==> src/rtl/dmi_access_ctrl_pkg.sv <==
// Shared DMI types (dm) and the access controller's private FSM encoding.
// The optional response-timeout abort is enabled by defining DMI_RESP_TIMEOUT_EN.
package dm;
    localparam int unsigned DMI_ADDR_W = 7;
    localparam int unsigned DMI_DATA_W = 32;

    typedef enum logic [1:0] {
        DTM_NOP   = 2'd0,
        DTM_READ  = 2'd1,
        DTM_WRITE = 2'd2
    } dtm_op_e;

    typedef enum logic [1:0] {
        DMI_OK     = 2'd0,
        DMI_FAILED = 2'd2,
        DMI_BUSY   = 2'd3
    } dmi_status_e;

    typedef struct packed {
        logic [DMI_ADDR_W-1:0] addr;
        dtm_op_e               op;
        logic [DMI_DATA_W-1:0] data;
    } dmi_req_t;

    typedef struct packed {
        logic [DMI_DATA_W-1:0] data;
        logic [1:0]            resp;
    } dmi_resp_t;
endpackage

package dmi_access_ctrl_pkg;
    typedef enum logic [2:0] {
        IDLE,
        READ,
        WAIT_READ,
        WRITE,
        WAIT_WRITE
    } state_e;

    function automatic logic is_wait(input state_e s);
        return (s == WAIT_READ) || (s == WAIT_WRITE);
    endfunction
endpackage

==> src/rtl/dmi_access_ctrl_if.sv <==
// DMI request/response bus between the access controller (master) and the CDC stage (slave).
interface dmi_access_ctrl_if;
    import dm::*;

    dmi_req_t  dmi_req_o;
    logic      dmi_req_valid_o;
    logic      dmi_req_ready_i;
    dmi_resp_t dmi_resp_i;
    logic      dmi_resp_valid_i;
    logic      dmi_resp_ready_o;
    logic      dmi_clear_o;

    modport master (
        output dmi_req_o, dmi_req_valid_o, dmi_resp_ready_o, dmi_clear_o,
        input  dmi_req_ready_i, dmi_resp_i, dmi_resp_valid_i
    );

    modport slave (
        input  dmi_req_o, dmi_req_valid_o, dmi_resp_ready_o, dmi_clear_o,
        output dmi_req_ready_i, dmi_resp_i, dmi_resp_valid_i
    );
endinterface

==> src/rtl/dmi_access_ctrl.sv <==
// DTM-side DMI access controller: JTAG DR updates -> DMI req/resp, sticky status.
// Define DMI_RESP_TIMEOUT_EN to abort WAIT states after TIMEOUT_CYCLES without a response.
module dmi_access_ctrl
    import dm::*;
    import dmi_access_ctrl_pkg::*;
#(
    parameter int unsigned ADDR_W         = 7,
    parameter int unsigned DATA_W         = 32,
    parameter int unsigned TIMEOUT_CYCLES = 1024
) (
    input  logic              clk_i,
    input  logic              rst_ni,
    input  logic              update_i,
    input  logic              capture_i,
    input  logic [1:0]        dr_op_i,
    input  logic [ADDR_W-1:0] dr_addr_i,
    input  logic [DATA_W-1:0] dr_data_i,
    input  logic              dmireset_i,
    input  logic              dmihardreset_i,
    output logic [ADDR_W-1:0] dr_addr_o,
    output logic [DATA_W-1:0] dr_data_o,
    output logic [1:0]        dr_status_o,
    dmi_access_ctrl_if.master dmi
);

    if (ADDR_W != DMI_ADDR_W) begin : g_addr_w_chk
        $error("ADDR_W must match dm::dmi_req_t addr width");
    end
    if (DATA_W != DMI_DATA_W) begin : g_data_w_chk
        $error("DATA_W must match dm data width");
    end
    if (TIMEOUT_CYCLES < 2) begin : g_timeout_chk
        $error("TIMEOUT_CYCLES must be at least 2");
    end

    state_e            state_q, state_d;
    logic [ADDR_W-1:0] addr_q, addr_d;
    logic [DATA_W-1:0] data_q, data_d;
    dmi_status_e       error_q, error_d;
    logic              clear_q, clear_d;
    logic              timeout;
    logic              resp_err;
    dmi_req_t          req;
    logic              req_valid;
    logic              resp_ready;

`ifdef DMI_RESP_TIMEOUT_EN
    localparam int unsigned CNT_W = $clog2(TIMEOUT_CYCLES + 1);
    logic [CNT_W-1:0] cnt_q;

    // Zero in the first WAIT cycle, so the abort fires on the TIMEOUT_CYCLES-th wait cycle.
    always_ff @(posedge clk_i or negedge rst_ni) begin
        if (!rst_ni) begin
            cnt_q <= '0;
        end else if (is_wait(state_q)) begin
            cnt_q <= cnt_q + CNT_W'(1);
        end else begin
            cnt_q <= '0;
        end
    end

    assign timeout = is_wait(state_q) && (cnt_q == CNT_W'(TIMEOUT_CYCLES - 1));
`else
    assign timeout = 1'b0;
`endif

    always_comb begin
        state_d    = state_q;
        addr_d     = addr_q;
        data_d     = data_q;
        error_d    = error_q;
        clear_d    = 1'b0;
        resp_err   = 1'b0;
        req        = '0;
        req_valid  = 1'b0;
        resp_ready = 1'b0;

        case (state_q)
            IDLE: begin
                if (update_i && (error_q == DMI_OK)) begin
                    if (dr_op_i == DTM_READ) begin
                        addr_d  = dr_addr_i;
                        state_d = READ;
                    end else if (dr_op_i == DTM_WRITE) begin
                        addr_d  = dr_addr_i;
                        data_d  = dr_data_i;
                        state_d = WRITE;
                    end
                end
            end
            READ, WRITE: begin
                req_valid = 1'b1;
                req.addr  = addr_q;
                req.op    = (state_q == READ) ? DTM_READ : DTM_WRITE;
                req.data  = (state_q == READ) ? '0 : data_q;
                if (dmi.dmi_req_ready_i) begin
                    state_d = (state_q == READ) ? WAIT_READ : WAIT_WRITE;
                end
            end
            WAIT_READ, WAIT_WRITE: begin
                resp_ready = 1'b1;
                if (dmi.dmi_resp_valid_i) begin
                    state_d = IDLE;
                    if (state_q == WAIT_READ) begin
                        data_d = dmi.dmi_resp_i.data;
                    end
                    resp_err = (dmi.dmi_resp_i.resp != 2'b00);
                end else if (timeout) begin
                    state_d  = IDLE;
                    resp_err = 1'b1;
                    clear_d  = 1'b1;
                end
            end
            default: state_d = IDLE;
        endcase

        // First error wins; a failed access outranks a same-cycle busy.
        if (error_q == DMI_OK) begin
            if (resp_err) begin
                error_d = DMI_FAILED;
            end else if ((update_i || capture_i) && (state_q != IDLE)) begin
                error_d = DMI_BUSY;
            end
        end

        if (dmihardreset_i) begin
            state_d = IDLE;
            data_d  = data_q;
            error_d = DMI_OK;
            clear_d = 1'b1;
        end
        if (dmireset_i) begin
            error_d = DMI_OK;
        end
    end

    always_ff @(posedge clk_i or negedge rst_ni) begin
        if (!rst_ni) begin
            state_q <= IDLE;
            addr_q  <= '0;
            data_q  <= '0;
            error_q <= DMI_OK;
            clear_q <= 1'b0;
        end else begin
            state_q <= state_d;
            addr_q  <= addr_d;
            data_q  <= data_d;
            error_q <= error_d;
            clear_q <= clear_d;
        end
    end

    assign dr_addr_o            = addr_q;
    assign dr_data_o            = data_q;
    assign dr_status_o          = error_q;
    assign dmi.dmi_req_o        = req;
    assign dmi.dmi_req_valid_o  = req_valid;
    assign dmi.dmi_resp_ready_o = resp_ready;
    assign dmi.dmi_clear_o      = clear_q;

endmodule

==> src/flat_wrapper.sv <==
// flat-port wrapper written by rule: the top's interface ports become plain ports
module dmi_access_ctrl_flat import dm::*; import dmi_access_ctrl_pkg::*;
#(
    parameter int unsigned ADDR_W         = 7,
    parameter int unsigned DATA_W         = 32,
    parameter int unsigned TIMEOUT_CYCLES = 1024
)
  (clk_i, rst_ni, update_i, capture_i, dr_op_i, dr_addr_i, dr_data_i, dmireset_i, dmihardreset_i, dr_addr_o, dr_data_o, dr_status_o, dmi_dmi_req_o, dmi_dmi_req_valid_o, dmi_dmi_resp_ready_o, dmi_dmi_clear_o, dmi_dmi_req_ready_i, dmi_dmi_resp_i, dmi_dmi_resp_valid_i);
  dmi_access_ctrl_if dmi_i ();
  input  logic clk_i;
  input  logic rst_ni;
  input  logic update_i;
  input  logic capture_i;
  input  logic [1:0] dr_op_i;
  input  logic [ADDR_W-1:0] dr_addr_i;
  input  logic [DATA_W-1:0] dr_data_i;
  input  logic dmireset_i;
  input  logic dmihardreset_i;
  output logic [ADDR_W-1:0] dr_addr_o;
  output logic [DATA_W-1:0] dr_data_o;
  output logic [1:0] dr_status_o;
  output wire logic [$bits(dmi_i.dmi_req_o)-1:0] dmi_dmi_req_o;
  output wire logic [$bits(dmi_i.dmi_req_valid_o)-1:0] dmi_dmi_req_valid_o;
  output wire logic [$bits(dmi_i.dmi_resp_ready_o)-1:0] dmi_dmi_resp_ready_o;
  output wire logic [$bits(dmi_i.dmi_clear_o)-1:0] dmi_dmi_clear_o;
  input wire logic [$bits(dmi_i.dmi_req_ready_i)-1:0] dmi_dmi_req_ready_i;
  input wire logic [$bits(dmi_i.dmi_resp_i)-1:0] dmi_dmi_resp_i;
  input wire logic [$bits(dmi_i.dmi_resp_valid_i)-1:0] dmi_dmi_resp_valid_i;
  assign dmi_dmi_req_o = dmi_i.dmi_req_o;
  assign dmi_dmi_req_valid_o = dmi_i.dmi_req_valid_o;
  assign dmi_dmi_resp_ready_o = dmi_i.dmi_resp_ready_o;
  assign dmi_dmi_clear_o = dmi_i.dmi_clear_o;
  assign dmi_i.dmi_req_ready_i = dmi_dmi_req_ready_i;
  assign dmi_i.dmi_resp_i = dmi_dmi_resp_i;
  assign dmi_i.dmi_resp_valid_i = dmi_dmi_resp_valid_i;
  dmi_access_ctrl #(.ADDR_W(ADDR_W), .DATA_W(DATA_W), .TIMEOUT_CYCLES(TIMEOUT_CYCLES)) u_core (.clk_i(clk_i), .rst_ni(rst_ni), .update_i(update_i), .capture_i(capture_i), .dr_op_i(dr_op_i), .dr_addr_i(dr_addr_i), .dr_data_i(dr_data_i), .dmireset_i(dmireset_i), .dmihardreset_i(dmihardreset_i), .dr_addr_o(dr_addr_o), .dr_data_o(dr_data_o), .dr_status_o(dr_status_o), .dmi(dmi_i));
endmodule
==> config.mk <==
export PLATFORM = sky130hd
export DESIGN_NAME = dmi_access_ctrl_flat
export DESIGN_NICKNAME = d
export VERILOG_FILES = /design/src/rtl/dmi_access_ctrl_pkg.sv /design/src/rtl/dmi_access_ctrl_if.sv /design/src/rtl/dmi_access_ctrl.sv /design/src/flat_wrapper.sv
export SDC_FILE = /design/constraint.sdc
export NUM_CORES = 1
export LEC_CHECK = 0
export CAP_MARGIN = 40
export CORE_MARGIN = 3
export CORE_UTILIZATION = 39
export DETAILED_ROUTE_END_ITERATION = 10
export PLACE_DENSITY = 0.86
export SLEW_MARGIN = 40
export SYNTH_ARGS = -nofsm -noshare
export SYNTH_HDL_FRONTEND = slang
export SYNTH_SLANG_ARGS = --single-unit
==> constraint.sdc <==
create_clock -name clk_i -period 2.7 [get_ports clk_i]
set_clock_uncertainty 0.05 [all_clocks]
set_input_delay 0.54 -clock clk_i [delete_from_list [all_inputs] [get_ports clk_i]]
set_output_delay 0.54 -clock clk_i [all_outputs]
set_load 0.005 [all_outputs]
After elaboration in Yosys (flattened, before gate mapping). Index checks and enable logic that the tools add are counted.

Register bits after elaboration: 45. Bits of input ports: 83. Logic and storage cells: 67. Output and inout port bits: 85.

Reductions and logical operators: 17. Multiplexer cells: 29. Equal/unequal tests: 15. Bitwise logic cells: 1.

Operators with widths (number): 32-bit two-way mux (6); 32-bit case mux with 2 select lines (1); 41-bit two-way mux (1); 3-bit two-way mux (7); 7-bit two-way mux (2); 2-bit two-way mux (6); 3-bit case mux with 3 select lines (1); 7-bit AND reduction (1); 3-bit by 2-bit equality test with 1-bit output (second input constant) (2); 2-bit by 1-bit inequality test with 1-bit output (second input constant) (3); 3-bit inequality test (second input constant) (2); 2-bit nonzero test (3); 3-bit nonzero test (2); 1-bit two-way mux (5); 2-bit inequality test (second input constant) (2); 4-bit by 2-bit inequality test with 1-bit output (second input constant) (1); 4-bit AND reduction (1); 4-bit nonzero test (1); 2-bit OR reduction (2); 3-bit by 1-bit equality test with 1-bit output (second input constant) (1); 3-bit equality test (second input constant) (1); 3-bit zero test (1); 3-bit by 2-bit inequality test with 1-bit output (second input constant) (1); 3-bit AND reduction (1); 7 further kinds (8).

Longest topological paths before layout.
Word-level depth: 7. Depth in mapped cells: 7. Depth with buffers taken out: 6.

Worst setup path before layout. Ideal clock, no wire load.

Path kind: in2reg. From: in dr_op_i[0]. To: reg u_core.addr_q[0], in the netlist u_core.dr_addr_o[0]. Buffers on the path: 0. Data arrival time: 1.762 ns. Setup time: 0.125 ns. Stages on the path: 5. Required time: 2.525 ns. Setup slack: 0.764 ns. Cells stage by stage: inv_1 ha_1 nor4b_1 nand2_1 mux2_2.

Cells in the longest elaborated chain, start to end: 3. Elaborated cells on any way between the ends: 5. Those cells by class: 2 x eq/ne; 1 x mux; 2 x reduce/logical.

Ends and longest elaborated chain: start, declared (RTL line flat_wrapper.sv:14) `input logic [1:0] dr_op_i;`; 2-bit equality test / 2-bit by 1-bit equality test with 1-bit output (equally long branches) (RTL line dmi_access_ctrl.sv:84, dmi_access_ctrl.sv:81); 2-bit nonzero test (no source line); 3-bit AND reduction (no source line); end signal, assigned (RTL line dmi_access_ctrl.sv:146) `addr_q <= addr_d;`; end, declared (RTL line dmi_access_ctrl.sv:37) `logic [ADDR_W-1:0] addr_q, addr_d;`.

Parallel ways exist; a longest one is shown, timed or not. A chain may end at the register's enable or synchronous reset.

Worst setup path after layout.
From: reg u_core.state_q[0]. To: out dmi_dmi_req_o[13].

Cells in the longest elaborated chain, start to end: 3. Elaborated cells on any way between the ends: 5. Those cells by class: 2 x eq/ne; 2 x mux; 1 x reduce/logical.

Ends and longest elaborated chain: start, declared (RTL line dmi_access_ctrl.sv:36) `state_e state_q, state_d;`; start signal, assigned (RTL line dmi_access_ctrl.sv:145) `state_q <= state_d;`; 3-bit by 1-bit equality test with 1-bit output / 3-bit by 2-bit equality test with 1-bit output (equally long branches) (RTL line dmi_access_ctrl.sv:78, dmi_access_ctrl.sv:95); 32-bit two-way mux / 2-bit OR reduction (equally long branches) (RTL line dmi_access_ctrl.sv:95, dmi_access_ctrl.sv:78); 41-bit two-way mux * (RTL line dmi_access_ctrl.sv:78) `case (state_q)`; end, declared (RTL line flat_wrapper.sv:22) `output wire logic [$bits(dmi_i.dmi_req_o)-1:0] dmi_dmi_req_o;`.

Mark *: on every way between the ends. The rest lies on a longest branch, timed or not.

==> run_results.csv <==
group,metric,value,unit
power_and_ir_drop,peakVddDrop,0.369,mV
cts,clk_latency,0.28,ns
placed_design,gp_congestion,0.847,
synth,synth_edf_count,0,
cts,postCtsSetupRepairBufs,0,
sta,setup_slack,0.224,ns
synth,yosys-top-cells-area,"dfrtp_1 (44%), mux2_2 (32%), and3_1 (7.9%)",
synth,synth.most_common_cell,"mux2_2",
routing,drc,0,
routing,vias_per_cell,5.17,
worst_setup_path,ff2ff_setup_slack,0.70,ns
worst_setup_path,reg2reg_from,"u_core.state_q[1]$_DFFE_PN0P_",
sta,hold_viol,0,
synth,synth_common_cells,"mux2_2 (71), dfrtp_1 (45), and3_1 (32)",
placed_design,dpl.hpwl,6120,µm
sta,whs,0.190,ns
cts,post_cts_resized,0,
worst_setup_path,cp-end-kind,"primary output",
cts,h-tree-depth,2,
synth,synth_async_sr_flop_share,100,%
synth,yosysUniqueCellTypes,29,
routing,drt-initial-drc-count,73,
cts,clk_pin_slew,0.08,ns
final_layout,nets,463,
global_routing,first_global_vias,2481,
routing,routedWlPerCell,17.1,µm
synth,synth_top_area_share,44.5,%
floorplan,start_util,41.5,%
synth,synth_area_per_cell,12.0,µm²
sta,worst_pin_slew,0.547,ns
worst_setup_path,reg2reg_depth,5,
sta,finalSetupViolCount,0,
sta,clock.fmax,404,MHz
floorplan,coreArea,0.00610,mm²
synth,synth-seq-cells,45,
routing,drt_wl_total,7760,µm
power_and_ir_drop,power.density,662,mW/mm²
sta,rsz0062_at_grt,"no",
worst_setup_path,cp_num_buf_inv,2,
final_layout,n_antenna_cell,0,
worst_setup_path,cpPeakStageDelay,0.52,ns
cts,cts_root_buf,"clkbuf_8",
global_routing,antenna_found_initial,0,
final_layout,syn2layout_area_growth,73.1,%
worst_setup_path,slowest_stage,"clkdlybuf4s50_1",
worst_setup_path,cp.required,2.11,ns
cts,postCtsHoldBufs,0,
global_routing,grt_overflow,0,
cts,numCtsBuffers,5,
global_routing,grt_pass1_wl,12000,µm
cts,cts_tree,"built",
sta,fin_crit,2.48,ns
routing,postRouteAntennaNets,0,
placed_design,preCtsSetupSlack,0.134,ns
synth,ys.warnings.count,0,
worst_setup_path,crit_chain,"nor2b_2 > buf_4 > and3_1 > clkdlybuf4s50_1",
sta,slew-limit-headroom,63.5,%
cts,clock-sinks,45,
floorplan,dieArea,0.00750,mm²
floorplan,pin_count,168,
hold_path,hp-class,"primary input to asynchronous set/reset pin",
floorplan,fp.dieW,86.6,µm
global_routing,grtUsageTotal,20.2,%
synth,postSynthCellCount,211,
worst_setup_path,reg2reg_to,"u_core.dr_data_o[8]$_DFFE_PN0P_",
worst_setup_path,path_max_fanout,23,
final_layout,fillCellCount,465,
placed_design,place.port_buffers,167,
flow_run,maxCapViolCount,0,
floorplan,num_rows,28,
worst_setup_path,arrival,1.89,ns
routing,via_count,2349,
cts,clk_path_buf_depth,2,
final_layout,drive_gt1_share,24.3,%
worst_setup_path,crit_type,"flop to primary output",
sta,timing.final.crit_share,91.7,%
synth,ys.flop_type,"dfrtp_1",
routing,dr.pass1.iters,4,
final_layout,fin_util,71.9,%
outcome,status,"complete, no violations",
floorplan,fp.dieH,86.6,µm
worst_setup_path,start_kind,"flop",
sta,slew_violations,0,
synth,ys_seq_area_share,44.5,%
synth,synth_nets,296,
worst_setup_path,crit_family,"buffers and inverters",
power_and_ir_drop,cellLeakagePower,1.85,nW
sta,setup_tns,0,ns
global_routing,grt_max_degree,46,
synth,synth_top_area_cell,"dfrtp_1",
synth,synth_area,0.00253,mm²
==> metal layers <==
metal	vias up	global-route usage (%)	part of all wire, %
met1	1122	24.1	39
met4	0	5.81	1.6
met2	126	36.2	49
li1	1088	-	-
met3	13	4.75	9.8
met5	-	0	0
==> power by group <==
part	internal (mW)	total, mW	leakage [nW]	switching [mW]
combinational	0.935	1.31	1.26	0.380
sequential	0.963	1.20	0.544	0.235
clock	0.179	0.391	0.0450	0.211
total	2.08	2.90	1.84	0.826
==> per-stage QoR <==
stage	total power [mW]	cell area, µm²	instances
floorplan	1.63	2530	211
global placement	2.49	4300	446
detailed placement	2.54	4300	446
CTS	2.94	4380	454
global route	3.08	4380	454
finish	2.90	4380	454
==> flip-flops by register name, indices dropped and copies added, names as in the netlist <==
name	cells
u_core.dr_status_o	2
u_core.dr_data_o	32
u_core.dr_addr_o	7
u_core.dmi.dmi_clear_o	1
u_core.state_q	3
==> worst max path at each step <==
stage                                             start  cells after the start                                to
after floorplan                              dr_op_i[0]                      5   u_core.dr_addr_o[0]$_DFFE_PN0P_
after global placement                       dr_op_i[1]                      8  u_core.dr_data_o[27]$_DFFE_PN0P_
after detailed placement                     dr_op_i[1]                      8  u_core.dr_data_o[31]$_DFFE_PN0P_
after CTS                 u_core.state_q[0]$_DFFE_PN0P_                      4                  dmi_dmi_req_o[7]
after global routing      u_core.state_q[0]$_DFFE_PN0P_                      4                 dmi_dmi_req_o[13]
final                     u_core.state_q[0]$_DFFE_PN0P_                      4                 dmi_dmi_req_o[13]
==> layout make-up <==
class                   count  area, µm²  share of cell area (%)
flip-flops and latches     45       1130                    25.7
repair buffers            176       1770                    40.5
clock buffers               6       72.6                    1.66
multi-input cells         147       1290                    29.5
inverters                   3       11.3                   0.257
clock inverters             2       10.0                   0.228
well taps                  75       93.8                    2.14
==> kinds of logic (layout without fill, tap and decap cells) <==
group | after synthesis | in the layout | share of synthesized area (%)
and+or+nand+nor | 62 | 62 | 14.6
AOI/OAI and AO/OA | 10 | 10 | 2.92
xor gates and xnor gates | 1 | 1 | 0.346
muxes | 72 | 72 | 32.0
adders and majority gates | 2 | 2 | 0.988
buffers and inverters | 19 | 187 | 4.69
DFF | 45 | 45 | 44.5
==> layout by cell type (no fill, tap or decap), types with 2 or more instances in the layout <==
cell type	instances
clkinv_2	2
nor2_4	2
dfrtp_1	44
clkbuf_8	5
nand2_1	4
ha_1	2
clkdlybuf4s50_1	166
o21ai_0	3
nor2b_1	2
nor2_1	6
and2_1	8
buf_12	3
and3_1	32
buf_4	7
nor4_1	3
inv_1	3
mux2_2	71
No activity file was read; power rests on OpenSTA's default activity.
==> patch 1, RTL diff (same settings) <==
The option `DMI_RESP_TIMEOUT_EN` is turned on by a define.
--- a/src/rtl/dmi_access_ctrl.sv
+++ b/src/rtl/dmi_access_ctrl.sv
@@ -1,5 +1,7 @@
 // DTM-side DMI access controller: JTAG DR updates -> DMI req/resp, sticky status.
 // Define DMI_RESP_TIMEOUT_EN to abort WAIT states after TIMEOUT_CYCLES without a response.
+`define DMI_RESP_TIMEOUT_EN
+
 module dmi_access_ctrl
     import dm::*;
     import dmi_access_ctrl_pkg::*;
Check against the original RTL: same outputs for any inputs over 4 cycles, from zero or initial values and one cycle with rst_ni low; that may be too few to reach the edited logic, so the function may still have changed.
==> patch 1 against the original RTL <==
Global-route usage down 2.1 points; synthesized cell count grew 24%; total power grew 26%; sequential cell count grew 11; highest routed layer unchanged; area after synthesis rose by 24%; largest power group unchanged; routed wire length up 12%; largest cell class unchanged; critical endpoint is now dmi_dmi_req_o[33]; combinational power is 39% higher; setup slack got worse by 100 ps; final area grew 14%.
==> patch 1: results <==
group,metric,value,unit
status,outcome,"finished, final reports clean",
placement,preCtsSetupSlack,63.5,ps
worst_hold_path,hold_class,"primary input to asynchronous set/reset pin",
power_and_ir_drop,irDropWorstVdd,0.000279,V
layout,diodes,0,
placement,gp_congestion,0.768,
timing,tightest_slew,674,ps
synth,netlist_top_cells_area,"dfrtp_1, mux2_2, mux2_4",
global_routing,grt_max_degree,43,
cts,clock_latency,300,ps
global_routing,antenna_found_initial,0,
worst_setup_path,crit_fanout,27,
worst_setup_path,rrSetupSlack,420,ps
global_routing,grt_pass1_wl,13000,µm
layout,largest_reg_flops,32,
cts,cts-root-buf,"clkbuf_8",
route,via_per_inst,4.99,
placement,place.detailed.hpwl,6790,µm
global_routing,grt.total_usage,18.1,%
synth,netlist_top_cells_count,"dfrtp_1, mux2_2, and3_1",
timing,setup_viol_count_final,0,
synth,synthArstFlopShare,100,%
layout,final_nets,512,
cts,htreeDepth,2,
route,first_pass_iters,4,
layout,final_layout_size_suffix_gt1_share,21.1,%
synth,ys_types,36,
route,wl,8680,µm
cts,postCtsSetupBuffers,0,
synth,syn_nets,348,
cts,path_clk_slew,100,ps
global_routing,grt_pass1_vias,2608,
cts,clk_path_buf_depth,2,
placement,io_buffers,167,
cts,post_cts_resize_count,0,
route,drt-initial-drc-count,53,
power_and_ir_drop,p_leak,2.24,nW
synth,synth_seq_area_share,44.5,%
worst_setup_path,cp.arrival,1990,ps
synth,yosys_warnings,0,
cts,cts_buffers,5,
route,drtAntennaViolNets,0,
timing,min_period_over_period,95.5,%
## patch 1: cells by family (layout without fill, tap and decap cells)
group	count (synthesis)	in the layout	synth area share (%)
muxes	72	72	29.3
adders and majority gates	3	3	1.19
AOI/OAI and AO/OA	19	19	3.66
and+or+nand+nor	82	82	15.2
xor gates and xnor gates	6	6	1.67
buffers and inverters	24	189	4.49
DFF	56	56	44.5
## patch 1: final timing paths
path	start	endpoint	depth (start not counted)
worst max-delay path	u_core.state_q[2]$_DFFE_PN0P_	dmi_dmi_req_o[33]	5
worst min-delay path	rst_ni	u_core.dr_data_o[25]$_DFFE_PN0P_	1
worst max register to register	u_core.state_q[2]$_DFFE_PN0P_	u_core.dr_data_o[2]$_DFFE_PN0P_	5
worst min register to register	u_core.cnt_q[0]$_DFF_PN0_	u_core.cnt_q[0]$_DFF_PN0_	1
max in group asynchronous	rst_ni	u_core.dr_status_o[1]$_DFFE_PN0P_	2
min in group clk_i	u_core.cnt_q[0]$_DFF_PN0_	u_core.cnt_q[0]$_DFF_PN0_	1
## patch 1: critical path: stages (launching register included)
cell and delay (ps):
dfrtp_1 440, nand2b_1 210, inv_1 90, buf_4 240
and2_1 180, clkdlybuf4s50_1 530
## patch 1: power by group
group / internal (W) / switching, W
Combinational: 0.00121 / 0.000610
Sequential: 0.00116 / 0.000241
Clock: 0.000205 / 0.000249
Total: 0.00257 / 0.00110
## patch 1: metal layers
| metal | part of all wire, % | global-route usage (%) | vias to the layer above |
|---|---|---|---|
| met5 | 0 | 0 | - |
| met4 | 0.38 | 2.13 | 0 |
| met3 | 8.7 | 4.30 | 6 |
| met2 | 53 | 34.2 | 107 |
| met1 | 38 | 21.4 | 1264 |
| li1 | - | - | 1264 |
## patch 1: cell type report
cell class / instances / area (µm²)
Fill cell: 619 / 2780
Clock inverter: 2 / 10.0
Multi-Input combinational cell: 182 / 1610
Clock buffer: 6 / 82.6
Timing Repair Buffer: 175 / 1740
Sequential cell: 56 / 1400
Inverter: 6 / 22.5
Tap cell: 102 / 128
## patch 1: through the flow
step / hold WS, ps / instances / util, % / instance area [µm²]
3_5_place_dp: 434 / 521 / 63.0 / 4900
2_1_floorplan: 194 / 262 / - / 3150
6_report: 206 / 529 / 64.2 / 4990
5_1_grt: 239 / 529 / 64.2 / 4990
3_3_place_gp: 422 / 521 / 63.0 / 4900
4_1_cts: 215 / 529 / 64.2 / 4990
==> patch 2, RTL diff (config.mk and constraints unchanged) <==
Made on the original files. Re-encode `state_e` (5 states) as one-hot, 5 bits wide.
--- a/src/rtl/dmi_access_ctrl_pkg.sv
+++ b/src/rtl/dmi_access_ctrl_pkg.sv
@@ -29,12 +29,12 @@
 endpackage
 
 package dmi_access_ctrl_pkg;
-    typedef enum logic [2:0] {
-        IDLE,
-        READ,
-        WAIT_READ,
-        WRITE,
-        WAIT_WRITE
+    typedef enum logic [4:0] {
+        IDLE       = 5'b00001,
+        READ       = 5'b00010,
+        WAIT_READ  = 5'b00100,
+        WRITE      = 5'b01000,
+        WAIT_WRITE = 5'b10000
     } state_e;
 
     function automatic logic is_wait(input state_e s);
Behaviour: no difference found for any inputs over 4 cycles, from zero or initial values and one cycle with rst_ni low; so few cycles prove little.
==> patch 2 against the original RTL <==
Area after synthesis rose by 13%; final cell count rose by 9.0%; setup slack got worse by 180 ps; sequential cell count rose by 2; first-iteration DRC count fell by 49%; total power rose by 13%; global-route usage fell by 0.32 points; final area rose by 10%; routed wire length rose by 7.0%; critical path type unchanged; critical endpoint is now dmi_dmi_req_o[12]; largest cell class unchanged.
==> patch 2: results <==
group,metric,value,unit
status,outcome,"finished, final reports clean",
placement,dpl_cell_area,4660,µm²
power_and_ir_drop,p_switching,0.000942,W
global_routing,grt_use_met1,23.2,%
global_routing,grtUsageMet2,36.0,%
layout,syn_to_final_growth,69.6,%
placement,gp_congestion,0.833,
layout,final_layout_size_suffix_gt1_share,28.3,%
global_routing,grt_max_degree,48,
synth,synth_mux_area_share,35.4,%
synth,ys_types,35,
synth,synthXorXnorAreaFrac,0.921,%
synth,synth_seq_area_share,41.3,%
route,wl_per_cell,16.8,µm
timing,holdWs,190,ps
synth,synth_compound_area_share,4.70,%
route,wl,8300,µm
worst_setup_path,r2r_start,"u_core.state_q[3]$_DFFE_PN0P_",
global_routing,grt.total_usage,19.9,%
placement,place.detailed.hpwl,6350,µm
worst_setup_path,cp.arrival,2060,ps
synth,synth_fa_ha_area_share,0.878,%
route,wl_met2,4240,µm
synth,syn-instance-count,215,
worst_setup_path,worstReg2RegEnd,"u_core.dr_data_o[26]$_DFFE_PN0P_",
layout,nFillCells,505,
global_routing,use_met3,5.55,%
timing,setup_slack,47.5,ps
worst_setup_path,rrSetupSlack,470,ps
global_routing,grt_pass1_vias,2626,
route,vias,2390,
route,drt-initial-drc-count,37,
patch 2: layout make-up:
class,instances,area share [%]
Clock buffer,5,1.42
Clock inverter,3,0.388
Inverter,4,0.310
Multi-Input combinational cell,153,33.3
Sequential cell,47,24.3
Tap cell,96,2.48
Timing Repair Buffer,187,37.8
patch 2: timing repair:
item / 4_1_cts / 5_1_grt
hold endpoints to repair: 0 / 0
resized for setup: 36 / 29
endpoints found under the setup margin: 43 / 22
pin swaps: 2 / 2
cloned: 2 / 0
setup buffers: 5 / 2
patch 2: power by group through the flow:
stage               sequential [W]  combinational (W)  clock [W]
CTS                        0.00129            0.00158   0.000434
global route               0.00134            0.00167   0.000461
global placement           0.00129            0.00152          0
finish                     0.00129            0.00156   0.000415
detailed placement         0.00129            0.00157          0
floorplan                  0.00125           0.000654          0
patch 2: worst max-delay path: stages, from the launching register on:
cell           delay [ps]
dfrtp_1               400
or3_4                 450
nor3b_4               200
buf_4                 130
buf_6                  90
buf_8                 130
and2_1                130
dlygate4sd2_1         240
